`config.mk`:
```
export PLATFORM = sky130hd
export DESIGN_NAME = fifo_rd_ctrl
export DESIGN_NICKNAME = d
export VERILOG_FILES = /design/src/rtl/fifo_ctrl_pkg.sv /design/src/rtl/rd_tmo_cnt.sv /design/src/rtl/fifo_rd_ctrl.sv
export SDC_FILE = /design/constraint.sdc
export NUM_CORES = 1
export LEC_CHECK = 0
export BUFFER_PORTS_ARGS = -buffer_cell sky130_fd_sc_hd__buf_2
export CORE_MARGIN = 2
export CORE_UTILIZATION = 45
export DETAILED_ROUTE_END_ITERATION = 16
export PLACE_DENSITY = 0.74
export SLEW_MARGIN = 20
export SYNTH_ARGS = -nofsm -noshare
export SYNTH_HDL_FRONTEND = slang
export SYNTH_SLANG_ARGS = --single-unit
```
`constraint.sdc`:
```
create_clock -name rclk -period 2.1 [get_ports rclk]
set_clock_uncertainty 0.2 [all_clocks]
set_input_delay 0.525 -clock rclk [delete_from_list [all_inputs] [get_ports rclk]]
set_output_delay 0.525 -clock rclk [all_outputs]
set_load 0.1 [all_outputs]
```
`src/rtl/fifo_ctrl_pkg.sv`:
```
// Shared types and defaults for the FIFO read-side controller.
// Latency: n/a (types, constants and a pure function only).
// Backpressure: n/a.
//
// Contents: rd_state_t (read scheduler FSM states), default parameter
// widths, and blen_eff(), which maps a zero burst length to one word.
package fifo_ctrl_pkg;

    localparam int DSIZE_DEF  = 8;
    localparam int ASIZE_DEF  = 4;
    localparam int BLEN_W_DEF = 5;
    localparam int TMO_W_DEF  = 8;

    typedef enum logic [1:0] {
        ST_IDLE       = 2'd0,
        ST_BURST      = 2'd1,
        ST_FLUSH      = 2'd2,
        ST_FLUSH_WAIT = 2'd3
    } rd_state_t;

    // A programmed length of zero would never terminate a burst on count,
    // so it is treated as a single-word burst.
    function automatic logic [31:0] blen_eff(input logic [31:0] blen);
        return (blen == 32'd0) ? 32'd1 : blen;
    endfunction

endpackage

```
`src/rtl/rd_tmo_cnt.sv`:
```
// Saturating idle counter that flags when a partial-drain timeout expires.
// Latency: count advances one per enabled cycle; o_hit is combinational on the count.
// Backpressure: none; i_clr has priority over i_en.
//
// Ports:
//   i_clk, i_rst_n   clock, synchronous active-low reset
//   i_clr            clear count to zero
//   i_en             advance count (holds at all-ones)
//   i_cfg_tmo        compare value; zero disables o_hit
//   o_hit            count equals i_cfg_tmo and i_cfg_tmo is non-zero
module rd_tmo_cnt #(
    parameter int TMO_W = 8
) (
    input  logic             i_clk,
    input  logic             i_rst_n,
    input  logic             i_clr,
    input  logic             i_en,
    input  logic [TMO_W-1:0] i_cfg_tmo,
    output logic             o_hit
);

    logic [TMO_W-1:0] r_cnt;

    always_ff @(posedge i_clk) begin
        if (!i_rst_n || i_clr) begin
            r_cnt <= '0;
        end else if (i_en && (r_cnt != '1)) begin
            r_cnt <= r_cnt + 1'b1;
        end
    end

    assign o_hit = (i_cfg_tmo != '0) && (r_cnt == i_cfg_tmo);

endmodule

```
`src/rtl/fifo_rd_ctrl.sv`:
```
// Read-side burst scheduler: pops the async FIFO in bursts into a one-entry output register.
// Latency: first pop one cycle after the open condition; m_valid rises on the popping edge.
// Backpressure: m_ready low with m_valid high blocks rinc combinationally; 1 word/cycle otherwise.
//
// Optional feature macro: FIFO_RD_CTRL_STATS_EN adds stat_words (pop count,
// wraps) and stat_uflow (underflow count, saturates); both clear on flush.
//
// Ports:
//   rclk, rrst_n                 read clock, synchronous active-low reset
//   empty, near_empty, under_flow  registered FIFO status
//   rdata                        FIFO word at the read address (valid when !empty)
//   rinc                         pop strobe (combinational)
//   rptr_clr, flush_done         flush sequencing outputs (registered)
//   near_empty_mrgn              registered copy of cfg_mrgn
//   cfg_mrgn, cfg_blen, cfg_tmo  margin, burst length, partial-drain timeout
//   flush_req                    flush request pulse
//   m_valid, m_ready, m_data     consumer handshake
//   busy, err                    not-idle indication, sticky underflow
module fifo_rd_ctrl
    import fifo_ctrl_pkg::*;
#(
    parameter int DSIZE  = DSIZE_DEF,
    parameter int ASIZE  = ASIZE_DEF,
    parameter int BLEN_W = BLEN_W_DEF,
    parameter int TMO_W  = TMO_W_DEF
) (
    input  logic              rclk,
    input  logic              rrst_n,
    input  logic              empty,
    input  logic              near_empty,
    input  logic              under_flow,
    input  logic [DSIZE-1:0]  rdata,
    output logic              rinc,
    output logic              rptr_clr,
    output logic [ASIZE:0]    near_empty_mrgn,
    input  logic [ASIZE:0]    cfg_mrgn,
    input  logic [BLEN_W-1:0] cfg_blen,
    input  logic [TMO_W-1:0]  cfg_tmo,
    input  logic              flush_req,
    output logic              flush_done,
    output logic              m_valid,
    input  logic              m_ready,
    output logic [DSIZE-1:0]  m_data,
    output logic              busy,
    output logic              err
`ifdef FIFO_RD_CTRL_STATS_EN
   ,output logic [31:0]       stat_words,
    output logic [15:0]       stat_uflow
`endif
);

    rd_state_t         r_state;
    logic [BLEN_W-1:0] r_bcnt;
    logic [BLEN_W-1:0] r_blen;
    logic [DSIZE-1:0]  r_m_data;
    logic              r_m_valid;
    logic              r_rptr_clr;
    logic              r_flush_done;
    logic              r_err;
    logic [ASIZE:0]    r_mrgn;

    logic              w_rinc;
    logic              w_idle_go;
    logic              w_tmo_en;
    logic              w_tmo_clr;
    logic              w_tmo_hit;
    logic [BLEN_W-1:0] w_bcnt_nxt;
    logic              w_burst_last;

    // Pop only when the output register is free or being drained this cycle.
    // A flush request in the same cycle suppresses the pop.
    assign w_rinc = (r_state == ST_BURST) & ~empty & (~r_m_valid | m_ready) & ~flush_req;

    // Healthy occupancy, or a partial drain once the FIFO has sat non-empty
    // for cfg_tmo cycles.
    assign w_idle_go = (r_state == ST_IDLE) & ~empty & (~near_empty | w_tmo_hit) & ~flush_req;

    assign w_tmo_en  = (r_state == ST_IDLE) & ~empty;
    assign w_tmo_clr = (r_state != ST_IDLE) | empty | flush_req | w_idle_go;

    assign w_bcnt_nxt   = r_bcnt + 1'b1;
    assign w_burst_last = (w_bcnt_nxt == r_blen);

    rd_tmo_cnt #(
        .TMO_W (TMO_W)
    ) u_tmo (
        .i_clk     (rclk),
        .i_rst_n   (rrst_n),
        .i_clr     (w_tmo_clr),
        .i_en      (w_tmo_en),
        .i_cfg_tmo (cfg_tmo),
        .o_hit     (w_tmo_hit)
    );

    always_ff @(posedge rclk) begin
        if (!rrst_n) begin
            r_state      <= ST_IDLE;
            r_bcnt       <= '0;
            r_blen       <= '0;
            r_m_data     <= '0;
            r_m_valid    <= 1'b0;
            r_rptr_clr   <= 1'b0;
            r_flush_done <= 1'b0;
            r_err        <= 1'b0;
            r_mrgn       <= '0;
        end else begin
            r_mrgn       <= cfg_mrgn;
            r_rptr_clr   <= 1'b0;
            r_flush_done <= 1'b0;

            if (w_rinc) begin
                r_m_data  <= rdata;
                r_m_valid <= 1'b1;
            end else if (m_ready) begin
                r_m_valid <= 1'b0;
            end

            if (under_flow) begin
                r_err <= 1'b1;
            end

            if (flush_req) begin
                // Any state, including an in-progress flush, restarts here.
                r_state    <= ST_FLUSH;
                r_rptr_clr <= 1'b1;
                r_m_valid  <= 1'b0;
                r_bcnt     <= '0;
                r_err      <= 1'b0;
            end else begin
                case (r_state)
                    ST_IDLE: begin
                        r_bcnt <= '0;
                        if (w_idle_go) begin
                            r_state <= ST_BURST;
                            r_blen  <= BLEN_W'(blen_eff(32'(cfg_blen)));
                        end
                    end
                    ST_BURST: begin
                        if (w_rinc) begin
                            if (w_burst_last) begin
                                r_state <= ST_IDLE;
                                r_bcnt  <= '0;
                            end else begin
                                r_bcnt <= w_bcnt_nxt;
                            end
                        end else if (empty) begin
                            // FIFO ran dry before the programmed length.
                            r_state <= ST_IDLE;
                        end
                    end
                    ST_FLUSH: begin
                        r_state      <= ST_FLUSH_WAIT;
                        r_flush_done <= 1'b1;
                    end
                    ST_FLUSH_WAIT: begin
                        r_state <= ST_IDLE;
                    end
                    default: begin
                        r_state <= ST_IDLE;
                    end
                endcase
            end
        end
    end

`ifdef FIFO_RD_CTRL_STATS_EN
    logic [31:0] r_stat_words;
    logic [15:0] r_stat_uflow;

    always_ff @(posedge rclk) begin
        if (!rrst_n || flush_req) begin
            r_stat_words <= '0;
            r_stat_uflow <= '0;
        end else begin
            if (w_rinc) begin
                r_stat_words <= r_stat_words + 32'd1;
            end
            if (under_flow && (r_stat_uflow != '1)) begin
                r_stat_uflow <= r_stat_uflow + 16'd1;
            end
        end
    end

    assign stat_words = r_stat_words;
    assign stat_uflow = r_stat_uflow;
`endif

    assign rinc            = w_rinc;
    assign rptr_clr        = r_rptr_clr;
    assign flush_done      = r_flush_done;
    assign near_empty_mrgn = r_mrgn;
    assign m_valid         = r_m_valid;
    assign m_data          = r_m_data;
    assign busy            = (r_state != ST_IDLE);
    assign err             = r_err;

endmodule

```
Yosys cells after proc, flatten, opt, wreduce, memory -nomap -nowiden
Index checks and enable logic that the tools add are counted.
{"block": "classes", "n_reduce_logical": 15, "bitwise": 16, "n_addsub": 2, "eq_ne": 13, "n_mux": 14}
{"op": "$mux W5", "n": 3}
{"op": "$mux W2", "n": 5}
{"op": "$pmux W5 S2", "n": 1}
{"op": "$ne A3 B3 Y1 const B", "n": 3}
{"op": "$reduce_and A3 Y1", "n": 3}
{"op": "$add A8 B1 Y8 const B", "n": 1}
{"op": "$eq A8 B8 Y1", "n": 1}
{"op": "$ne A4 B4 Y1 const B", "n": 2}
{"op": "$ne A8 B8 Y1 const B", "n": 1}
{"op": "$pmux W2 S4", "n": 1}
{"op": "$reduce_bool A8 Y1", "n": 1}
{"op": "$and A1 B1 Y1", "n": 6}
{"op": "$reduce_bool A2 Y1", "n": 3}
{"op": "$add A5 B1 Y5 const B", "n": 1}
{"op": "$eq A5 B5 Y1", "n": 1}
{"op": "$logic_not A5 Y1", "n": 1}
{"op": "$not A1 Y1", "n": 5}
{"op": "$or A1 B1 Y1", "n": 5}
{"op": "$eq A2 B2 Y1 const B", "n": 2}
{"op": "$mux W1", "n": 4}
{"op": "$ne A2 B2 Y1 const B", "n": 2}
{"op": "$eq A2 B1 Y1 const B", "n": 1}
{"op": "$logic_and A1 B1 Y1", "n": 2}
{"op": "$logic_not A2 Y1", "n": 1}
{"op": "other kinds (4)", "n": 4}
{"block": "totals", "reg_bits": 37, "out_inout_bits": 19, "wordCells": 71, "in_bits": 33}

Longest topological paths before layout
Gate-level depths: netlist of run 1.
{"block": "depth", "ltp_word": 8, "ltp_mapped": 7}

Modules after synthesis
A second synthesis of run 1 with hierarchy kept.
{"block": "hier_totals", "hier_cells": 185, "hier_area_um2": 1790.5}
{"module": "fifo_rd_ctrl", "area_each_um2": 1267.5, "instances": 1, "cells_each": 128}
{"module": "rd_tmo_cnt", "area_each_um2": 523.0, "instances": 1, "cells_each": 57}

Worst setup path after synthesis of run 1
OpenSTA, ideal clock, no wires.
{"block": "synth_path", "path_type": "register -> output", "start": "reg r_m_valid (netlist: m_valid)", "end": "out rinc", "t_required_ns": 1.375, "t_arrival_ns": 2.019, "n_path_buf": 1, "stages_incl_launch_ff": 5, "slack_ns": -0.644, "cell_sequence": "dfxtp_1 nor2b_1 or4_4 inv_1 buf_2"}
{"block": "synth_via", "elab_chain_cells": 4}
{"element": "from (decl)", "line": "fifo_rd_ctrl.sv:56", "source": "logic r_m_valid;"}
{"element": "from (signal assigned)", "line": "fifo_rd_ctrl.sv:101", "source": "r_m_valid <= 1'b0;"}
{"element": "from (signal assigned)", "line": "fifo_rd_ctrl.sv:113", "source": "r_m_valid <= 1'b1;"}
{"element": "from (signal assigned)", "line": "fifo_rd_ctrl.sv:115", "source": "r_m_valid <= 1'b0;"}
{"element": "$not A1 Y1", "line": "fifo_rd_ctrl.sv:72", "source": "assign w_rinc = (r_state == ST_BURST) & ~empty & (~r_m_valid | m_ready) & ~flush_req;"}
{"element": "$or A1 B1 Y1", "line": "fifo_rd_ctrl.sv:72"}
{"element": "$and A1 B1 Y1 (2 in series)", "line": "fifo_rd_ctrl.sv:72"}
{"element": "to (decl)", "line": "fifo_rd_ctrl.sv:33", "source": "output logic rinc,"}
Every way passes these cells.

Worst setup path after layout of run 1
Ends and elaborated chain as after synthesis.

==> metrics.md, run 1 <==
| Metric | Value |
|---|---|
| Hold_sp | cfg_mrgn[2] |
| Worst IR Drop VDD | roughly 570 uV |
| P per Cell Area | 675.3 nW/um^2 |
| Drt pass-1 iters | 4 |
| Routability cong. | around 0.90 |
| Post-Syn Instances | 189 |
| Tot GR Track Use | 0.1897 |
| Synth area leaders | dfxtp_1 43%, xor2_1 5.6%, nor2_1 5.3% |
| 1st-iter DRT viols | 57 |
| Sequential share of the synthesized area | 0.4337 |
| Critical path arrival | 1500 ps |
| Post-Synthesis Cell Area | 1708 um^2 |
| R2R depth | 8 |
| Final instance area | 2364 um^2 |
| Clk buf depth | 2 |
| Final cycle utilization of the critical path | 1.061 |
| Slew Limit Fails | 0 |
| DRC Markers | 0 |
| Setup-failing EPs final | 1 |
| CTS tree | yes |
| Clock transition at path regs | 80 ps |
| Initial Utilization | 0.4665 |
| Die Y-Extent | 65.61 um |
| Die X | 65.61 um |
| Routed WL | 3.772 mm |
| WP data required | 1370 ps |
| Dpl ws | -149.6 ps |
| Hold path depth | 2 |
| Violated checks | setup timing |
| ANT nets after route | 0 |
| Share of layout cells above drive strength 1 | 0.3797 |
| Nets | 300 |
| Final min period | between 2000 and 2500 ps |
| Yosys top cell by area | dfxtp_1 |
| Synth cell count leaders | 37 x dfxtp_1, 24 x nor2_1, 21 x nand2_1 |
| Largest net degree at the start of global routing | 21 |
| Port bufs | 51 |
| Num CTS Buffers | 5 |
| Hold path endpoint | near_empty_mrgn[2]$_SDFF_PN0_ |
| FMAX | 448.6 MHz |
| Top cell type's share of synthesized area | 0.4337 |
| H-tree levels | 2 |
| Top FF cell, synth | dfxtp_1 |
| First-pass GRT wire length | 6.348 mm |
| Slew Limit Headroom | 0.6729 |
| Critical R2R Launch | m_valid$_SDFFE_PP0P_ |
| # fillers | 316 |
| Die ar. | 4304 um^2 |
| Post-DP Area | 2177 um^2 |
| LEAKAGE | 0.001038 uW |
| FFs w/ async S/R, synth | 0 |
| Max Cap Violations | 0 |
| Post-Syn Nets | approximately 220 |
| Core footprint | 3661 um^2 |
| Final count of hold timing violations | 0 |
| Area Growth Syn to Fin | 38.39% |
| Clock Sink Count | 37 |
| Rows | 22 |
| N_diodes | 0 |
| Worst-margin pin slew | 494.0 ps |
| Most common cell in the netlist | dfxtp_1 |
| Dpl hpwl | 2.743 mm |
| Synth Register Bits | 37 |
| Min-delay worst type | in2reg |
| Status | finished with violations |
| GR Overflow Total | 0 |
| Crit end category | output pin |
| Setup slack, reg-to-reg | 100 ps |
| Final worst setup slack | -129.1 ps |
| DR WL/cell | 12.01 um |
| Vias in the first global route | ~1500 |
| Initial antenna violation count | 0 |
| RSZ-0062 raised after global routing | true |
| CP Launch Type | flop |
| CTS root buf | clkbuf_8 |
| Synth unique cells | 40 |
| Post-DR vias/cell | 5.000 |
| Worst Setup Path Type | reg2out |
| Number of synthesized flops with an enable pin | 0 |
| Avg Cell Area, Syn | approximately 9.0 um^2 |
| CP max FO | 2 |
| Top-Level Pins | 52 |
| YS warnings | 0 |
| Vias | 1570 |
| Crit Reg-Reg Endpoint | r_bcnt[4]$_SDFFE_PP0P_ |
| Worst skew pair latency | 290 ps |
==> how the worst max path moves through the flow <==
stage	startpoint	endpoint	slack [ps]	cells after the start
after floorplan	m_valid$_SDFFE_PP0P_	rinc	-2	4
after global placement	flush_req	rinc	-110	4
after detailed placement	cfg_tmo[1]	u_tmo.r_cnt[7]$_SDFFE_PP0P_	-150	6
after global routing	m_valid$_SDFFE_PP0P_	rinc	-160	4
final	m_valid$_SDFFE_PP0P_	rinc	-130	4
after CTS	r_state[1]$_SDFFE_PN0P_	rinc	-130	4
==> registers in the layout, summed over array words and instances (netlist names) <==
register and cells:
err 1, flush_done 1, m_data 8, m_valid 1, near_empty_mrgn 5, r_bcnt 5, r_blen 5, r_state 2
rptr_clr 1, u_tmo.r_cnt 8
==> power by group <==
| group | switching [uW] | internal [uW] | leakage, uW |
|---|---|---|---|
| Combinational | 149 | 89.6 | 0.000678 |
| Sequential | 7.50 | 715 | 0.000303 |
| Clock | 249 | 386 | 0.0000574 |
==> layout by cell type (no fill, tap or decap), types with 2 or more instances in the layout <==
| cell | synthesis | final |
|---|---|---|
| a211oi_2 | 1 | 2 |
| a21boi_0 | 9 | 9 |
| a21oi_1 | 4 | 4 |
| a31oi_1 | 2 | 2 |
| a32oi_1 | 2 | 2 |
| and2_1 | 6 | 6 |
| buf_12 | 0 | 2 |
| buf_2 | 2 | 49 |
| buf_4 | 0 | 24 |
| clkbuf_8 | 0 | 6 |
| dfxtp_1 | 37 | 33 |
| dfxtp_2 | 0 | 3 |
| ha_1 | 2 | 2 |
| inv_1 | 5 | 4 |
| mux2i_1 | 5 | 5 |
| nand2_1 | 21 | 21 |
| nand2b_1 | 3 | 2 |
| nand3_1 | 6 | 6 |
| nand4_1 | 2 | 2 |
| nor2_1 | 24 | 24 |
| nor2b_1 | 6 | 5 |
| nor3_1 | 5 | 4 |
| nor4_1 | 4 | 4 |
| o2111ai_1 | 2 | 2 |
| xnor2_1 | 9 | 9 |
| xor2_1 | 11 | 11 |
==> metal layers <==
layer,global-route usage,vias to the layer above,wire length (um),share of wire
met3,0.04795,8,174,0.046
li1,-,796,-,-
met4,0.07292,0,64,0.017
met2,0.3304,35,1917,0.51
met1,0.2228,731,1615,0.43
met5,0,-,0,0
==> repair_timing <==
action / CTS / global route
endpoints found under the setup margin: 2 / 5
gates cloned: 0 / 0
setup buffers: 3 / 0
hold buffers: 0 / 0
gates resized for setup: 8 / 4
pin swaps: 1 / 2
==> area by class of cell <==
| cell class | instances | area, um^2 | area share |
|---|---|---|---|
| Clock buffer | 6 | 82.58 | 0.03494 |
| Clock inverter | 2 | 37.54 | 0.01588 |
| Inverter | 5 | 21.27 | 0.008999 |
| Multi-Input combinational cell | 141 | 948.4 | 0.4013 |
| Sequential cell | 37 | 748.2 | 0.3166 |
| Tap cell | 48 | 60.06 | 0.02541 |
| Timing Repair Buffer | 75 | 465.4 | 0.1969 |
==> worst max-delay path, stage by stage (launching register included) <==
cell and delay (ps):
dfxtp_4 340, nor2b_4 120, or4_4 500, inv_4 80
buf_12 160
==> per-stage QoR <==
step / cells / utilization / power (uW) / setup TNS [ps] / hold WS, ps
after floorplan: 189 / - / 885.0 / -2.128 / 279.5
final: 314 / 0.6456 / 1596 / -129.1 / 241.5
after detailed placement: 303 / 0.5947 / 963.5 / -1689 / 255.4
after global routing: 314 / 0.6456 / 1658 / -162.1 / 243.4
after CTS: 314 / 0.6411 / 1607 / -134.1 / 238.5
after global placement: 303 / 0.5947 / 961.0 / -1014 / 247.5
==> logic make-up after synthesis <==
kind of cell	share of synthesized area
mux	0.02931
compound gates	0.1341
fa+ha+maj	0.01465
xor+xnor	0.1026
flops	0.4337
buf+inv	0.03004
simple gates	0.2557
Power figures use the tool's default switching activity.
==> run 2: changes to the inputs <==
--- a/config.mk
+++ b/config.mk
@@ -7,9 +7,10 @@
 export LEC_CHECK = 0
 export BUFFER_PORTS_ARGS = -buffer_cell sky130_fd_sc_hd__buf_2
 export CORE_MARGIN = 2
-export CORE_UTILIZATION = 45
+export CORE_UTILIZATION = 47
+export CTS_BUF_LIST = sky130_fd_sc_hd__clkbuf_8
 export DETAILED_ROUTE_END_ITERATION = 16
-export PLACE_DENSITY = 0.74
+export PLACE_DENSITY = 0.77
 export SLEW_MARGIN = 20
 export SYNTH_ARGS = -nofsm -noshare
 export SYNTH_HDL_FRONTEND = slang
==> metrics.md, run 2 (synthesis results as in run 1) <==
| Metric | Value |
|---|---|
| CP max FO | 4 (+2) |
| Hold path endpoint | near_empty_mrgn[2]$_SDFF_PN0_ |
| Area Growth Syn to Fin | 31.79% |
| H-tree levels | 2 (unchanged) |
| WP data required | 1370 ps (about the same) |
| Violated checks | setup timing |
| Setup slack, reg-to-reg | 120 ps (+20 ps) |
| Slew Limit Headroom | 0.6807 (+0.007734) |
| Crit-path cells | nor2b_4 -> or4_4 -> inv_4 -> buf_12 |
| CP Launch Type | flop |
| Nets | 295 (-1.7%) |
| RSZ-0062 raised after global routing | true |
| P_sw | 389.3 uW (-4.0%) |
| Slowest stage delay, CP | 520 ps (+20 ps) |
| First-pass GRT wire length | 6.182 mm (-2.6%) |
| Worst IR Drop VDD | 570.6 uV (-0.67%) |
| Top-Level Pins | 52 (unchanged) |
| Status | finished with violations |
| Die ar. | 4132 um^2 (-4.0%) |
| Max Cap Violations | 0 (unchanged) |
| Largest net degree at the start of global routing | 21 (unchanged) |
| Dpl hpwl | 2.746 mm (+0.11%) |
| CP max-delay cell | or4_4 |
| DRC Markers | 0 (unchanged) |
| Min-delay worst type | in2reg |
| Worst-margin pin slew | 475.4 ps (-18.66 ps) |
| Final Instance Count excl. Fillers | 307 (-2.2%) |
| Final worst setup slack | -133.0 ps (-3.919 ps) |
| CTS tree | yes |
| Final count of hold timing violations | 0 (unchanged) |
| Clock power share | 0.327 (-0.071) |
| Die Y-Extent | 64.28 um (-2.0%) |
| Initial Utilization | 0.5000 (+0.03349) |
| Port bufs | 51 (unchanged) |
| Post-DR vias/cell | 5.111 (+2.2%) |
| Switch share | 0.2768 (+0.02283) |
| Setup-failing EPs final | 1 (unchanged) |
| CTS root buf | clkbuf_8 |
| N_diodes | 0 (unchanged) |
| Final cycle utilization of the critical path | 1.063 (+0.001866) |
| Int Pwr | 1017 uW (-15%) |
| Routed WL | 3.666 mm (-2.8%) |
| Cell count after placement | 298 (-1.7%) |
| Hold path depth | 2 (unchanged) |
| 1st-iter DRT viols | 68 (+19%) |
| Drt pass-1 iters | 4 (unchanged) |
| Worst skew pair latency | 290 ps (about the same) |
| ANT nets after route | 0 (unchanged) |
| Critical R2R Launch | r_bcnt[1]$_SDFFE_PP0P_ |
| Num CTS Buffers | 5 (unchanged) |
| Final core utilization | 0.6590 (+0.01338) |
| Die X | 64.28 um (-2.0%) |
| Routability cong. | 0.8414 (-6.3%) |
| R2R depth | 8 (unchanged) |
| LEAKAGE | 0.0009904 uW (-4.6%) |
| P per Cell Area | 624.8 nW/um^2 (-7.5%) |
| Slew Limit Fails | 0 (unchanged) |
| Crit end category | output pin |
| Worst Setup Path Type | reg2out |
| Crit Reg-Reg Endpoint | r_bcnt[3]$_SDFFE_PP0P_ |
| GR Overflow Total | 0 (unchanged) |
| Share of layout cells above drive strength 1 | 0.3487 (-0.03104) |
| Clock transition at path regs | 70 ps (about the same) |
| Initial antenna violation count | 0 (unchanged) |
| DR WL/cell | 11.94 um (-0.59%) |
| FMAX | 447.8 MHz (-0.18%) |
| Clock Sink Count | 37 (unchanged) |
| Final min period | 2233 ps (+3.919 ps) |
| Vias in the first global route | 1475 (-3.0%) |
| Reg power frac | 0.514 (+0.061) |
| Leading cell type in the layout, fill and taps excluded | buf_2 |
| Commonest non-fill, non-tap cells in the layout | 50 x buf_2, 35 x dfxtp_1, 24 x nor2_1 |
| Tot GR Track Use | 0.1932 (+0.003460) |
| Hold_sp | cfg_mrgn[2] |
| Vias | 1569 (-0.064%) |
| Core footprint | 3416 um^2 (-6.7%) |
| Critical path arrival | 1510 ps (about the same) |
| Gate power share | 0.159 (+0.009) |
| Clk buf depth | 2 (unchanged) |
| Rows | 21 (-4.5%) |
-- run 2: repair_timing --
item	in CTS	in global routing
endpoints found under the setup margin	1	4
gates resized for setup	0	3
buffers inserted	0	1
gates cloned	0	0
hold buffers	0	0
pin swaps	0	2
-- run 2: per-stage QoR --
step                hold WS (ps)  worst slack, ps  TNS (ps)  power [uW]  cell area, um^2
floorplan                  279.5           -2.128    -2.128       885.0             1737
global placement           245.6           -101.7    -839.9       957.2             2152
detailed placement         253.9           -161.5     -1196       960.9             2152
CTS                        234.8           -150.0    -150.0        1422             2235
global route               237.8           -187.8    -187.8        1482             2251
finish                     241.8           -133.0    -133.0        1406             2251
-- run 2: worst max path at each step --
| stage | from | end | slack, ps |
|---|---|---|---|
| 3_5_place_dp | cfg_tmo[7] | r_blen[4]$_SDFFE_PN0P_ | -160 |
| 2_1_floorplan | m_valid$_SDFFE_PP0P_ | rinc | -2 |
| 4_1_cts | m_valid$_SDFFE_PP0P_ | rinc | -150 |
| 6_report | m_valid$_SDFFE_PP0P_ | rinc | -130 |
| 5_1_grt | m_valid$_SDFFE_PP0P_ | rinc | -190 |
| 3_3_place_gp | cfg_tmo[7] | r_blen[3]$_SDFFE_PN0P_ | -100 |
-- run 2: layout make-up --
cell class / instances / area (um^2)
clock buffer: 5 / 68.82
clock inverter: 3 / 13.76
fill: 307 / 1165
inverter: 5 / 21.27
multi-input combinational: 141 / 930.9
sequential: 37 / 745.7
tap: 46 / 57.56
timing repair buffer: 70 / 412.9
-- run 2: power by group through the flow --
stage	Clock, uW	Combinational (uW)	Sequential [uW]
2_1_floorplan	0	80.2	805
3_3_place_gp	0	219	738
3_5_place_dp	0	222	738
4_1_cts	476	223	723
5_1_grt	520	238	724
6_report	460	224	723
-- run 2: routing by layer --
metal  track usage  vias to the layer above  wire [um]
met5             0                        -          0
li1              -                      792          -
met3       0.04754                       10        194
met2        0.3229                       50       1785
met4        0.1090                        0        102
met1        0.2245                      717       1584
-- run 2: worst max-delay path: cells and delay by family, from the launching register on --
kind	cells	cell delay, ps
buf+inv	2	250
simple gates	2	640
flops	1	340
